[src/rtl/cachelinebus.sv]
// ---------------------------------------------------------------------------
// cachelinebus
//
// Burst bus engine between the I$/D$ cache and an AHB-Lite bus. One cache-line
// request becomes one incrementing AHB burst of BEATSPERLINE beats: either a
// line fetch assembled into FetchBuffer, or a dirty-line writeback whose data
// is pulled from the cache one word per beat, indexed by BeatCount.
//
// Ports
//   HCLK, HRESETn        clock (rising edge), asynchronous active-low reset
//   CacheBusRW[1:0]      bit1 = line fetch, bit0 = writeback (held until ack)
//   CacheBusAdr          line-aligned physical address (held until ack)
//   Flush                cancels a request that has not been accepted yet
//   CacheReadDataWord    cache word selected by BeatCount (writeback source)
//   CacheBusAck          one-cycle pulse when the last data phase completes
//   BusCommitted         burst in flight, must not be interrupted
//   SelBusBeat           cache word mux must follow BeatCount
//   BeatCount            beat index of the address phase on the bus
//   FetchBuffer          assembled fetched line
//   HADDR/HTRANS/HBURST/HSIZE/HWRITE/HWDATA   AHB-Lite master outputs
//   HREADY/HRDATA        AHB-Lite master inputs
// ---------------------------------------------------------------------------
module cachelinebus #(
    parameter int PA_BITS = 32,
    parameter int AHBW    = 64,
    parameter int LINELEN = 512,
    parameter int LOGBWPL = $clog2(LINELEN / AHBW)
) (
    input  logic                 HCLK,
    input  logic                 HRESETn,
    input  logic [1:0]           CacheBusRW,
    input  logic [PA_BITS-1:0]   CacheBusAdr,
    input  logic                 Flush,
    input  logic [AHBW-1:0]      CacheReadDataWord,
    output logic                 CacheBusAck,
    output logic                 BusCommitted,
    output logic                 SelBusBeat,
    output logic [LOGBWPL-1:0]   BeatCount,
    output logic [LINELEN-1:0]   FetchBuffer,
    output logic [PA_BITS-1:0]   HADDR,
    output logic [1:0]           HTRANS,
    output logic [2:0]           HBURST,
    output logic [2:0]           HSIZE,
    output logic                 HWRITE,
    output logic [AHBW-1:0]      HWDATA,
    input  logic                 HREADY,
    input  logic [AHBW-1:0]      HRDATA
);

    localparam int BEATSPERLINE = LINELEN / AHBW;
    localparam int BYTE_OFF     = $clog2(AHBW / 8);
    localparam int LINE_OFF     = $clog2(LINELEN / 8);

    localparam logic [LOGBWPL-1:0] LAST_BEAT = LOGBWPL'(BEATSPERLINE - 1);

    localparam logic [1:0] TRANS_IDLE   = 2'b00;
    localparam logic [1:0] TRANS_NONSEQ = 2'b10;
    localparam logic [1:0] TRANS_SEQ    = 2'b11;

    // Fixed-length INCR burst code when the line length matches one,
    // otherwise an undefined-length INCR burst.
    function automatic logic [2:0] burst_code(input int beats);
        logic [2:0] code;
        case (beats)
            4:       code = 3'b011;
            8:       code = 3'b101;
            16:      code = 3'b111;
            default: code = 3'b001;
        endcase
        return code;
    endfunction

    localparam logic [2:0] HBURST_C = burst_code(BEATSPERLINE);

    typedef enum logic [1:0] {
        ST_IDLE  = 2'b00,
        ST_BURST = 2'b01,
        ST_LAST  = 2'b10
    } state_e;

    state_e               state_q, state_d;
    logic [LOGBWPL-1:0]   beat_q, beat_d;     // address-phase beat index
    logic [LOGBWPL-1:0]   idx_q, idx_d;       // data-phase beat index
    logic [AHBW-1:0]      hwdata_q, hwdata_d;
    logic [LINELEN-1:0]   fetch_q, fetch_d;

    logic                 req_s;
    logic                 addr_acc_s;         // address phase accepted this cycle
    logic                 data_done_s;        // a data phase completes this cycle
    logic                 ack_s;
    logic [1:0]           htrans_s;

    assign req_s = (|CacheBusRW) & ~Flush;

    // Next-state logic of the burst sequencer and its bus handshake strobes.
    always_comb begin
        state_d     = state_q;
        beat_d      = beat_q;
        htrans_s    = TRANS_IDLE;
        addr_acc_s  = 1'b0;
        data_done_s = 1'b0;
        ack_s       = 1'b0;
        case (state_q)
            ST_IDLE: begin
                if (req_s) begin
                    htrans_s = TRANS_NONSEQ;
                    if (HREADY) begin
                        addr_acc_s = 1'b1;
                        state_d    = ST_BURST;
                        beat_d     = LOGBWPL'(1);
                    end else begin
                        state_d = ST_IDLE;
                    end
                end else begin
                    // Flush or no request: nothing on the bus.
                    htrans_s = TRANS_IDLE;
                end
            end
            ST_BURST: begin
                htrans_s = TRANS_SEQ;
                if (HREADY) begin
                    addr_acc_s  = 1'b1;
                    data_done_s = 1'b1;
                    // LAST is entered on the all-ones beat, so beat_q never wraps.
                    if (beat_q == LAST_BEAT) begin
                        state_d = ST_LAST;
                    end else begin
                        beat_d = beat_q + LOGBWPL'(1);
                    end
                end else begin
                    state_d = ST_BURST;
                end
            end
            ST_LAST: begin
                htrans_s = TRANS_IDLE;
                if (HREADY) begin
                    data_done_s = 1'b1;
                    ack_s       = 1'b1;
                    state_d     = ST_IDLE;
                    beat_d      = '0;
                end else begin
                    state_d = ST_LAST;
                end
            end
            default: begin
                state_d = ST_IDLE;
                beat_d  = '0;
            end
        endcase
    end

    // Data-path next values: data-phase index, write data and fetch buffer.
    always_comb begin
        idx_d    = idx_q;
        hwdata_d = hwdata_q;
        fetch_d  = fetch_q;
        if (data_done_s && CacheBusRW[1]) begin
            fetch_d[int'(idx_q) * AHBW +: AHBW] = HRDATA;
        end else begin
            fetch_d = fetch_q;
        end
        // Index and write data follow the address phase into its data phase.
        if (addr_acc_s) begin
            idx_d    = beat_q;
            hwdata_d = CacheReadDataWord;
        end else begin
            idx_d    = idx_q;
            hwdata_d = hwdata_q;
        end
    end

    // State, counters and data registers.
    always_ff @(posedge HCLK or negedge HRESETn) begin
        if (!HRESETn) begin
            state_q  <= ST_IDLE;
            beat_q   <= '0;
            idx_q    <= '0;
            hwdata_q <= '0;
            fetch_q  <= '0;
        end else begin
            state_q  <= state_d;
            beat_q   <= beat_d;
            idx_q    <= idx_d;
            hwdata_q <= hwdata_d;
            fetch_q  <= fetch_d;
        end
    end

    // Address of the beat being presented; in IDLE it is the line base itself.
    always_comb begin
        if (state_q == ST_IDLE) begin
            HADDR = CacheBusAdr;
        end else begin
            HADDR = {CacheBusAdr[PA_BITS-1:LINE_OFF], beat_q, {BYTE_OFF{1'b0}}};
        end
    end

    // HTRANS is forced IDLE during reset even if the cache still holds a request.
    assign HTRANS       = HRESETn ? htrans_s : TRANS_IDLE;
    assign HBURST       = HBURST_C;
    assign HSIZE        = 3'(BYTE_OFF);
    assign HWRITE       = CacheBusRW[0];
    assign HWDATA       = hwdata_q;
    assign CacheBusAck  = ack_s;
    assign BusCommitted = (state_q != ST_IDLE);
    assign SelBusBeat   = (state_q != ST_IDLE) | (|CacheBusRW);
    assign BeatCount    = beat_q;
    assign FetchBuffer  = fetch_q;

endmodule

[config.mk]
export PLATFORM = sky130hd
export DESIGN_NAME = cachelinebus
export DESIGN_NICKNAME = d
export VERILOG_FILES = /design/src/rtl/cachelinebus.sv
export SDC_FILE = /design/constraint.sdc
export NUM_CORES = 1
export LEC_CHECK = 0
export ABC_AREA = 1
export BUFFER_PORTS_ARGS = -buffer_cell sky130_fd_sc_hd__buf_2
export CAP_MARGIN = 20
export CORE_AREA = 2 2 308 310
export CTS_CLUSTER_SIZE = 8
export DETAILED_ROUTE_END_ITERATION = 8
export DIE_AREA = 0 0 310 312
export GPL_ROUTABILITY_DRIVEN = 0
export SLEW_MARGIN = 30
export SYNTH_ARGS = -nofsm -noshare
export SYNTH_HDL_FRONTEND = slang
export SYNTH_SLANG_ARGS = --single-unit
[constraint.sdc]
create_clock -name HCLK -period 2.88 [get_ports HCLK]
set_clock_uncertainty 0.15 [all_clocks]
set_input_delay 0.144 -clock HCLK [delete_from_list [all_inputs] [get_ports HCLK]]
set_output_delay 0.144 -clock HCLK [all_outputs]
set_load 0.05 [all_outputs]
==> results.md, run 1 <==
| Group | Parameter | Value |
|---|---|---|
| status | Outcome | finished clean |
| global routing | Final global-route overflow total | 0 |
| timing | Top achievable clock speed | 385 MHz |
| global routing | Via count of the first global-routing pass | 23267 |
| routing | Detailed-route via count | 23378 |
| logic synthesis | Distinct cell type count after synthesis | 30 |
| timing | Final worst hold slack | 113 ps |
| power | Reported leakage power | 18.6 nW |
| setup path | Required time of the worst setup path | 3300 ps |
| worst hold path | Worst min path class | input pin to flip-flop |
| power | Switch share | 48.2% |
| place | Count of buffers inserted at the top-level ports | 730 |
| global routing | Antenna violations before repair | 7 |
| logic synthesis | Post-synthesis cell count | 2885 |
| worst hold path | Origin of the worst min-delay path | CacheReadDataWord[13] |
| routing | Via-to-Cell Ratio | 4.69 |
| final layout | Commonest cells after routing, fill and taps aside | nand2_1 (990), buf_2 (727), dfrtp_1 (583) |
| global routing | Wire length of the first global-routing pass | 170 mm |
| final layout | Most common cell after layout, fill and taps aside | nand2_1 |
| place | Final HPWL DP | 86.8 mm |
| setup path | Cells on worst reg2reg path | 9 |
| logic synthesis | Largest family of logic cells by synthesized area | simple AND/OR/NAND/NOR gates |
| setup path | Critical Path Slowest Stage Cell | buf_4 |
| setup path | Origin of the critical flop-to-flop path | idx_q[0] |
| place | Area after detailed placement | 29700 µm² |
| timing | Max transition margin | 40.3% |
| power | Tot Pwr | 34.7 mW |
| cts | Clock edge transition at the registers on the reported setup and hold paths | 60 ps |
| power | Seq pwr share | 29.9% |
| power | Switching power | 16.7 mW |
| routing | Count of nets left with antenna violations after detail routing | 0 |
| logic synthesis | Post-synthesis average cell area | 8.54 µm² |
| setup path | Beginning of the critical path | idx_q[0] |
| cts | Root buf cell | clkbuf_16 |
| final layout | Post-layout net count | 3885 |
| cts | Clock latency on the worst-skew pair | 650 ps |
| timing | RSZ-0062 raised after global routing | false |
| final layout | Fillers | 9691 |
| logic synthesis | Portion of the post-synthesis area used by sequential elements | 59.3% |
| power | Pwr per Cell Area | 1030 nW/µm² |
| power | Total internal power | 18.0 mW |
| setup path | Worst setup path category | flip-flop to flip-flop |
| logic synthesis | Compound-cell area share of the yosys netlist | 6.14% |
| die | Die Span Y | 312 µm |
| logic synthesis | Basic-gate share of the synthesized area counting and, or, nand and nor cells | 25.8% |
| final layout | Layout overhead on the synthesized area | 36.5% |
| place | Worst slack, placed | 303 ps |
| cts | Number of buffers added by the clock tree synthesis step | 85 |
| routing | Detailed Route Iter0 Violations | 2059 |
| power | Portion of total power attributed to combinational logic | 43.3% |
| routing | Drc violations | 0 |
| routing | Per-cell routed wire length | 24.3 µm |
| cts | Buffers from clock root to sink, at most | 3 |
| die | Total Die Area | 96700 µm² |
| logic synthesis | Synthesis-stage register bit count | 584 |
| power | Clock network fraction of design power | 26.8% |
| cts | Clock tree from TritonCTS | built |
| die | Initial Util | 26.5% |
| timing | Final critical-path share of the clock period | 90.3% |
| logic synthesis | Summed instance area of the synthesized netlist | 24600 µm² |
| flow run | Maximum capacitance violations | 0 |
| setup path | Ordered cell list for the critical path | inv_2 -> ha_1 -> ha_4 -> inv_1 -> nand3_1 -> nor2_4 -> buf_4 -> nand3_1 -> nand2_1 |
| die | Number of cell rows | 112 |
| timing | Final TNS setup | 0 ps |
| logic synthesis | Synth Warn # | 0 |
| setup path | Critical path peak fanout | 55 |
| final layout | Layout cells sized above 1 | 25.2% |
| cts | H-tree level count | 3 |
| global routing | GRT Resource Usage Total | 24.5% |
| setup path | Crit path top cell by count | nand3_1 |
| routing | Number of detailed-routing iterations run before antenna repair | 6 |
| timing | Setup ws final | 281 ps |
| setup path | Startpoint types | flip-flop |
| final layout | Multi-input combinational cell area | 8140 µm² |
| timing | Hold Violations, Final | 0 |
| routing | Final wirelength | 121 mm |
| global routing | Largest net degree at the start of global routing | 133 |
| die | Die extent in x | 310 µm |
| setup path | Kind of end point of the critical path | flip-flop |
| timing | Final setup violation count | 0 |
| final layout | FF+latch area | 14600 µm² |
| timing | Actual slew at the worst max-slew pin | 896 ps |
| setup path | Data arrival time of the critical path | 3020 ps |
| cts | Sink Count | 584 |
| die | I/O pin count | 789 |
| worst hold path | Min-Delay Path Depth | 4 |
| logic synthesis | Mux cell area share after synthesis | 0% |
| logic synthesis | Post-Synth Adder-Cell Area | 0.457% |
| timing | Post-route minimum period | 2600 ps |
| timing | Final Slew Violations | 0 |
| logic synthesis | Xor/xnor share of the synthesized area | 0% |
| cts | Post_cts resized | 0 |
| power | Peak supply drop | 731 µV |
| die | CORE AREA | 93000 µm² |
| final layout | Post-layout instance area | 33600 µm² |
| setup path | Max incr delay on CP | 600 ps |
final timing paths:
check                                         to  slack (ps)
worst max-delay path            FetchBuffer[283]         280
worst min-delay path                  HWDATA[13]         110
worst max register to register  FetchBuffer[283]         280
worst min register to register  FetchBuffer[404]         310
max in group asynchronous       FetchBuffer[253]        1640
min in group asynchronous       FetchBuffer[287]         190
metrics by stage:
stage / utilization (%) / instances
final: 36.2 / 4981
after global routing: 36.1 / 4978
after CTS: 36.1 / 4978
after detailed placement: 31.9 / 4722
after global placement: 31.9 / 4722
after floorplan: - / 2889
power groups by stage:
stage	logic [mW]	registers, mW	clock network (mW)
2_1_floorplan	4.46	15.2	0
3_3_place_gp	14.8	10.5	0
3_5_place_dp	14.9	10.5	0
4_1_cts	15.1	10.4	9.55
5_1_grt	15.8	10.5	9.86
6_report	15.0	10.4	9.31
cell usage after synthesis, drive strengths merged:
library cell / n / area (µm²)
nand2: 999 / 3760
dfrtp: 584 / 14600
nand3: 368 / 1860
o21ai: 295 / 1480
inv: 223 / 837
buf: 159 / 932
nor2: 136 / 547
clkbuf: 69 / 260
nor3: 23 / 120
nand4: 12 / 75.1
ha: 9 / 113
a21oi: 2 / 10.0
conb: 2 / 7.51
o21bai: 2 / 18.8
a21boi: 1 / 7.51
and2: 1 / 6.26
logic make-up (layout without fill, tap and decap cells):
family,after synthesis,count (layout)
compound gates,300,300
fa+ha+maj,9,9
buf+inv,451,1286
flops,584,584
other cells,2,9
simple gates,1539,1539
cell type report:
class                           count  share of cell area [%]
Inverter                          223                    2.50
Timing Repair Buffer              962                    18.1
Clock buffer                       91                    6.58
Clock inverter                     10                   0.450
Antenna cell                        3                  0.0223
Tap cell                         1254                    4.66
Sequential cell                   584                    43.5
Multi-Input combinational cell   1854                    24.2
per-layer routing:
metal | vias up | global-route usage, % | wire length, µm
li1 | 10718 | - | -
met2 | 1122 | 40.4 | 57000
met1 | 11258 | 29.1 | 47100
met3 | 276 | 6.37 | 9810
met5 | - | 0 | 24
met4 | 4 | 13.3 | 7270
repair_timing:
item / CTS / global route
buffers inserted: 0 / 0
hold buffers: 155 / 0
endpoints found under the hold margin: 813 / 0
critical path, delay by kind of cell (launching register included):
kind	cells	cell delay [ps]
buf+inv	3	760
flops	1	410
simple gates	4	730
fa+ha+maj	2	400
state kept, by name (all words and copies together) (netlist names):
| name | count |
|---|---|
| state_q | 2 |
| BeatCount | 3 |
| HWDATA | 64 |
| idx_q | 3 |
| FetchBuffer | 512 |
No activity file was read; power rests on OpenSTA's default activity.
==> run 2: changes to the inputs <==
- PLACE_DENSITY: default -> 0.53
- SKIP_CTS_REPAIR_TIMING: default -> 1
==> run 2 against run 1 <==
  * Die area unchanged
  * Clock power decreased by 3.2%
  * Sequential power about the same
  * Hold slack got worse by 86 ps
  * Design area decreased by 0.31%
  * Sequential share of layout area increased by 0.13 points
  * Via count decreased by 2.1%
  * Highest routed layer unchanged
==> results.md, run 2 (synthesis gave the netlist of run 1 again) <==
| Group | Parameter | Value | vs previous |
|---|---|---|---|
| worst hold path | Origin of the worst min-delay path | CacheBusRW[0] | was CacheReadDataWord[13] |
| timing | Post-route minimum period | 2560 ps | was 2600 ps |
| timing | Final worst hold slack | 27.2 ps | was 113 ps |
| cts | Clock edge transition at the registers on the reported setup and hold paths | 50 ps | was 60 ps |
| power | Reported leakage power | 18.6 nW | about the same |
| final layout | Fin cells | 4976 | was 4981 |
| power | Tot Pwr | 34.1 mW | was 34.7 mW |
| final layout | Layout overhead on the synthesized area | 36.1% | was 36.5% |
| final layout | Most common cell after layout, fill and taps aside | nand2_1 | unchanged |
| setup path | Critical Path Slowest Stage Cell | ha_1 | was buf_4 |
| die | Initial Util | 26.5% | unchanged |
| routing | Met3 layer wire length in the routed design | 8.76 mm | was 9.81 mm |
| routing | Final wirelength | 116 mm | was 121 mm |
| timing | RSZ-0062 raised after global routing | false | unchanged |
| setup path | Cells on worst reg2reg path | 7 | was 9 |
| die | Die Span Y | 312 µm | unchanged |
| routing | Routed metal-1 wirelength | 47.3 mm | was 47.1 mm |
| setup path | Worst setup path category | flip-flop to flip-flop | unchanged |
| setup path | Startpoint types | flip-flop | unchanged |
| final layout | Post-layout net count | 3884 | was 3885 |
| global routing | Via count of the first global-routing pass | 22155 | was 23267 |
| final layout | Max FFs per register | 512 | unchanged |
| global routing | Antenna violations before repair | 5 | was 7 |
| status | Outcome | finished clean | unchanged |
| routing | Top Layer Used | met5 | unchanged |
| routing | Count of nets left with antenna violations after detail routing | 0 | unchanged |
| setup path | Origin of the critical flop-to-flop path | state_q[0] | was idx_q[0] |
| routing | Sum of met2 wire segment lengths after detailed routing | 56.1 mm | was 57.0 mm |
| timing | Top achievable clock speed | 391 MHz | was 385 MHz |
| worst hold path | Min-Delay Path Depth | 5 | was 4 |
| cts | Number of buffers added by the clock tree synthesis step | 84 | was 85 |
| cts | Clock tree from TritonCTS | built | unchanged |
| setup path | Data arrival time of the critical path | 2960 ps | was 3020 ps |
| die | Total Die Area | 96700 µm² | unchanged |
| routing | Per-cell routed wire length | 23.3 µm | was 24.3 µm |
| timing | Setup ws final | 325 ps | was 281 ps |
| place | Count of buffers inserted at the top-level ports | 730 | unchanged |
| cts | Sink Count | 584 | unchanged |
| flow run | Maximum capacitance violations | 0 | unchanged |
| setup path | Ordered cell list for the critical path | inv_1 -> ha_1 -> nand3_1 -> nor3_4 -> buf_12 -> nand2_1 -> o21ai_0 | was inv_2 -> ha_1 -> ha_4 -> inv_1 -> nand3_1 -> nor2_4 -> buf_4 -> nand3_1 -> nand2_1 |
| timing | Final TNS setup | 0 ps | unchanged |
| routing | Detailed-route via count | 22888 | was 23378 |
| setup path | Critical path peak fanout | 106 | was 55 |
| final layout | Commonest cells after routing, fill and taps aside | nand2_1 (990), buf_2 (728), dfrtp_1 (583) | was nand2_1 (990), buf_2 (727), dfrtp_1 (583) |
| power | Peak supply drop | 752 µV | was 731 µV |
| routing | Via-to-Cell Ratio | 4.60 | was 4.69 |
| global routing | Wire length of the first global-routing pass | 164 mm | was 170 mm |
| worst hold path | Worst-case hold path end point | BeatCount[0] | was HWDATA[13] |
| final layout | Post-layout instance area | 33500 µm² | was 33600 µm² |
| die | CORE AREA | 93000 µm² | unchanged |
| worst hold path | Worst min path class | input pin to flip-flop | unchanged |
| timing | Final critical-path share of the clock period | 88.7% | was 90.3% |
| timing | Final setup violation count | 0 | unchanged |
| routing | Drc violations | 0 | unchanged |
| place | Area after detailed placement | 29900 µm² | was 29700 µm² |
| timing | Actual slew at the worst max-slew pin | 791 ps | was 896 ps |
| timing | Final Slew Violations | 0 | unchanged |
| setup path | Number of buffers and inverters on the critical path | 2 | was 3 |
| routing | Detailed Route Iter0 Violations | 1797 | was 2059 |
| global routing | GRT Resource Usage Total | 23.3% | was 24.5% |
| die | Number of cell rows | 112 | unchanged |
| place | DP Cell Count | 4740 | was 4722 |
| cts | H-tree level count | 3 | unchanged |
| cts | Clock latency on the worst-skew pair | 640 ps | was 650 ps |
| cts | Root buf cell | clkbuf_16 | unchanged |
| routing | Number of detailed-routing iterations run before antenna repair | 5 | was 6 |
| setup path | Family with the most delay on the worst path | simple AND/OR/NAND/NOR gates | was buffers and inverters |
| power | Pwr per Cell Area | 1020 nW/µm² | was 1030 nW/µm² |
| setup path | Required time of the worst setup path | 3280 ps | was 3300 ps |
| place | Final HPWL DP | 84.2 mm | was 86.8 mm |
| timing | Hold Violations, Final | 0 | unchanged |
| setup path | Endpoint of the worst register-to-register path | FetchBuffer[482] | was FetchBuffer[283] |
| final layout | Final core utilization | 36.0% | was 36.2% |
| setup path | Max incr delay on CP | 420 ps | was 600 ps |
| place | Worst slack, placed | 388 ps | was 303 ps |
| setup path | Kind of end point of the critical path | flip-flop | unchanged |
| setup path | Flop2flop setup slack | 320 ps | was 280 ps |
| timing | Max transition margin | 47.3% | was 40.3% |
| cts | Buffers from clock root to sink, at most | 3 | unchanged |
| die | I/O pin count | 789 | unchanged |
| final layout | Layout cells sized above 1 | 25.6% | was 25.2% |
| die | Die extent in x | 310 µm | unchanged |
| global routing | Final global-route overflow total | 0 | unchanged |
| global routing | Largest net degree at the start of global routing | 107 | was 133 |
-- run 2: cell types whose count changed in the layout (fill, tap and decap cells not counted), moves of 2 or more --
cell	change
clkinv_8	-3
diode_2	-2
buf_4	+11
dlygate4sd3_1	-18
buf_12	+7
inv_6	+2
clkbuf_16	-2
clkbuf_1	+2
clkinv_2	-2
-- run 2: layout make-up --
| cell class | count | area (µm²) |
|---|---|---|
| Antenna cell | 1 | 2.50 |
| Clock buffer | 92 | 2180 |
| Clock inverter | 6 | 67.6 |
| Fill cell | 9816 | 59500 |
| Inverter | 223 | 838 |
| Multi-Input combinational cell | 1854 | 8130 |
| Sequential cell | 584 | 14600 |
| Tap cell | 1254 | 1570 |
| Timing Repair Buffer | 962 | 6120 |
-- run 2: worst max-delay path by stage --
| stage | start | end | slack, ps | cells past startpoint |
|---|---|---|---|---|
| after floorplan | idx_q[0] | FetchBuffer[46] | 780 | 12 |
| final | state_q[0] | FetchBuffer[482] | 320 | 7 |
| after global routing | state_q[0] | HTRANS[1] | 210 | 6 |
| after global placement | state_q[0] | FetchBuffer[465] | 450 | 6 |
| after detailed placement | state_q[0] | FetchBuffer[465] | 390 | 6 |
| after CTS | state_q[0] | HTRANS[1] | 260 | 6 |
-- run 2: worst register-to-register path: cells and delay by family (launching register included) --
kind | cells | cell delay, ps
and+or+nand+nor | 3 | 970
buffers and inverters | 2 | 420
adders and majority gates | 1 | 420
DFF | 1 | 400
AOI/OAI and AO/OA | 1 | 100
-- run 2: power by group --
part	internal (mW)	leakage (nW)	switching, mW
logic	2.93	9.80	11.7
clock network	5.29	1.11	3.72
registers	9.61	7.71	0.828
total	17.8	18.6	16.3
-- run 2: metal layers --
| layer | vias to the layer above | GRT usage [%] |
|---|---|---|
| li1 | 10705 | - |
| met1 | 11110 | 28.6 |
| met2 | 883 | 39.1 |
| met3 | 188 | 6.38 |
| met4 | 2 | 8.31 |
| met5 | - | 0 |
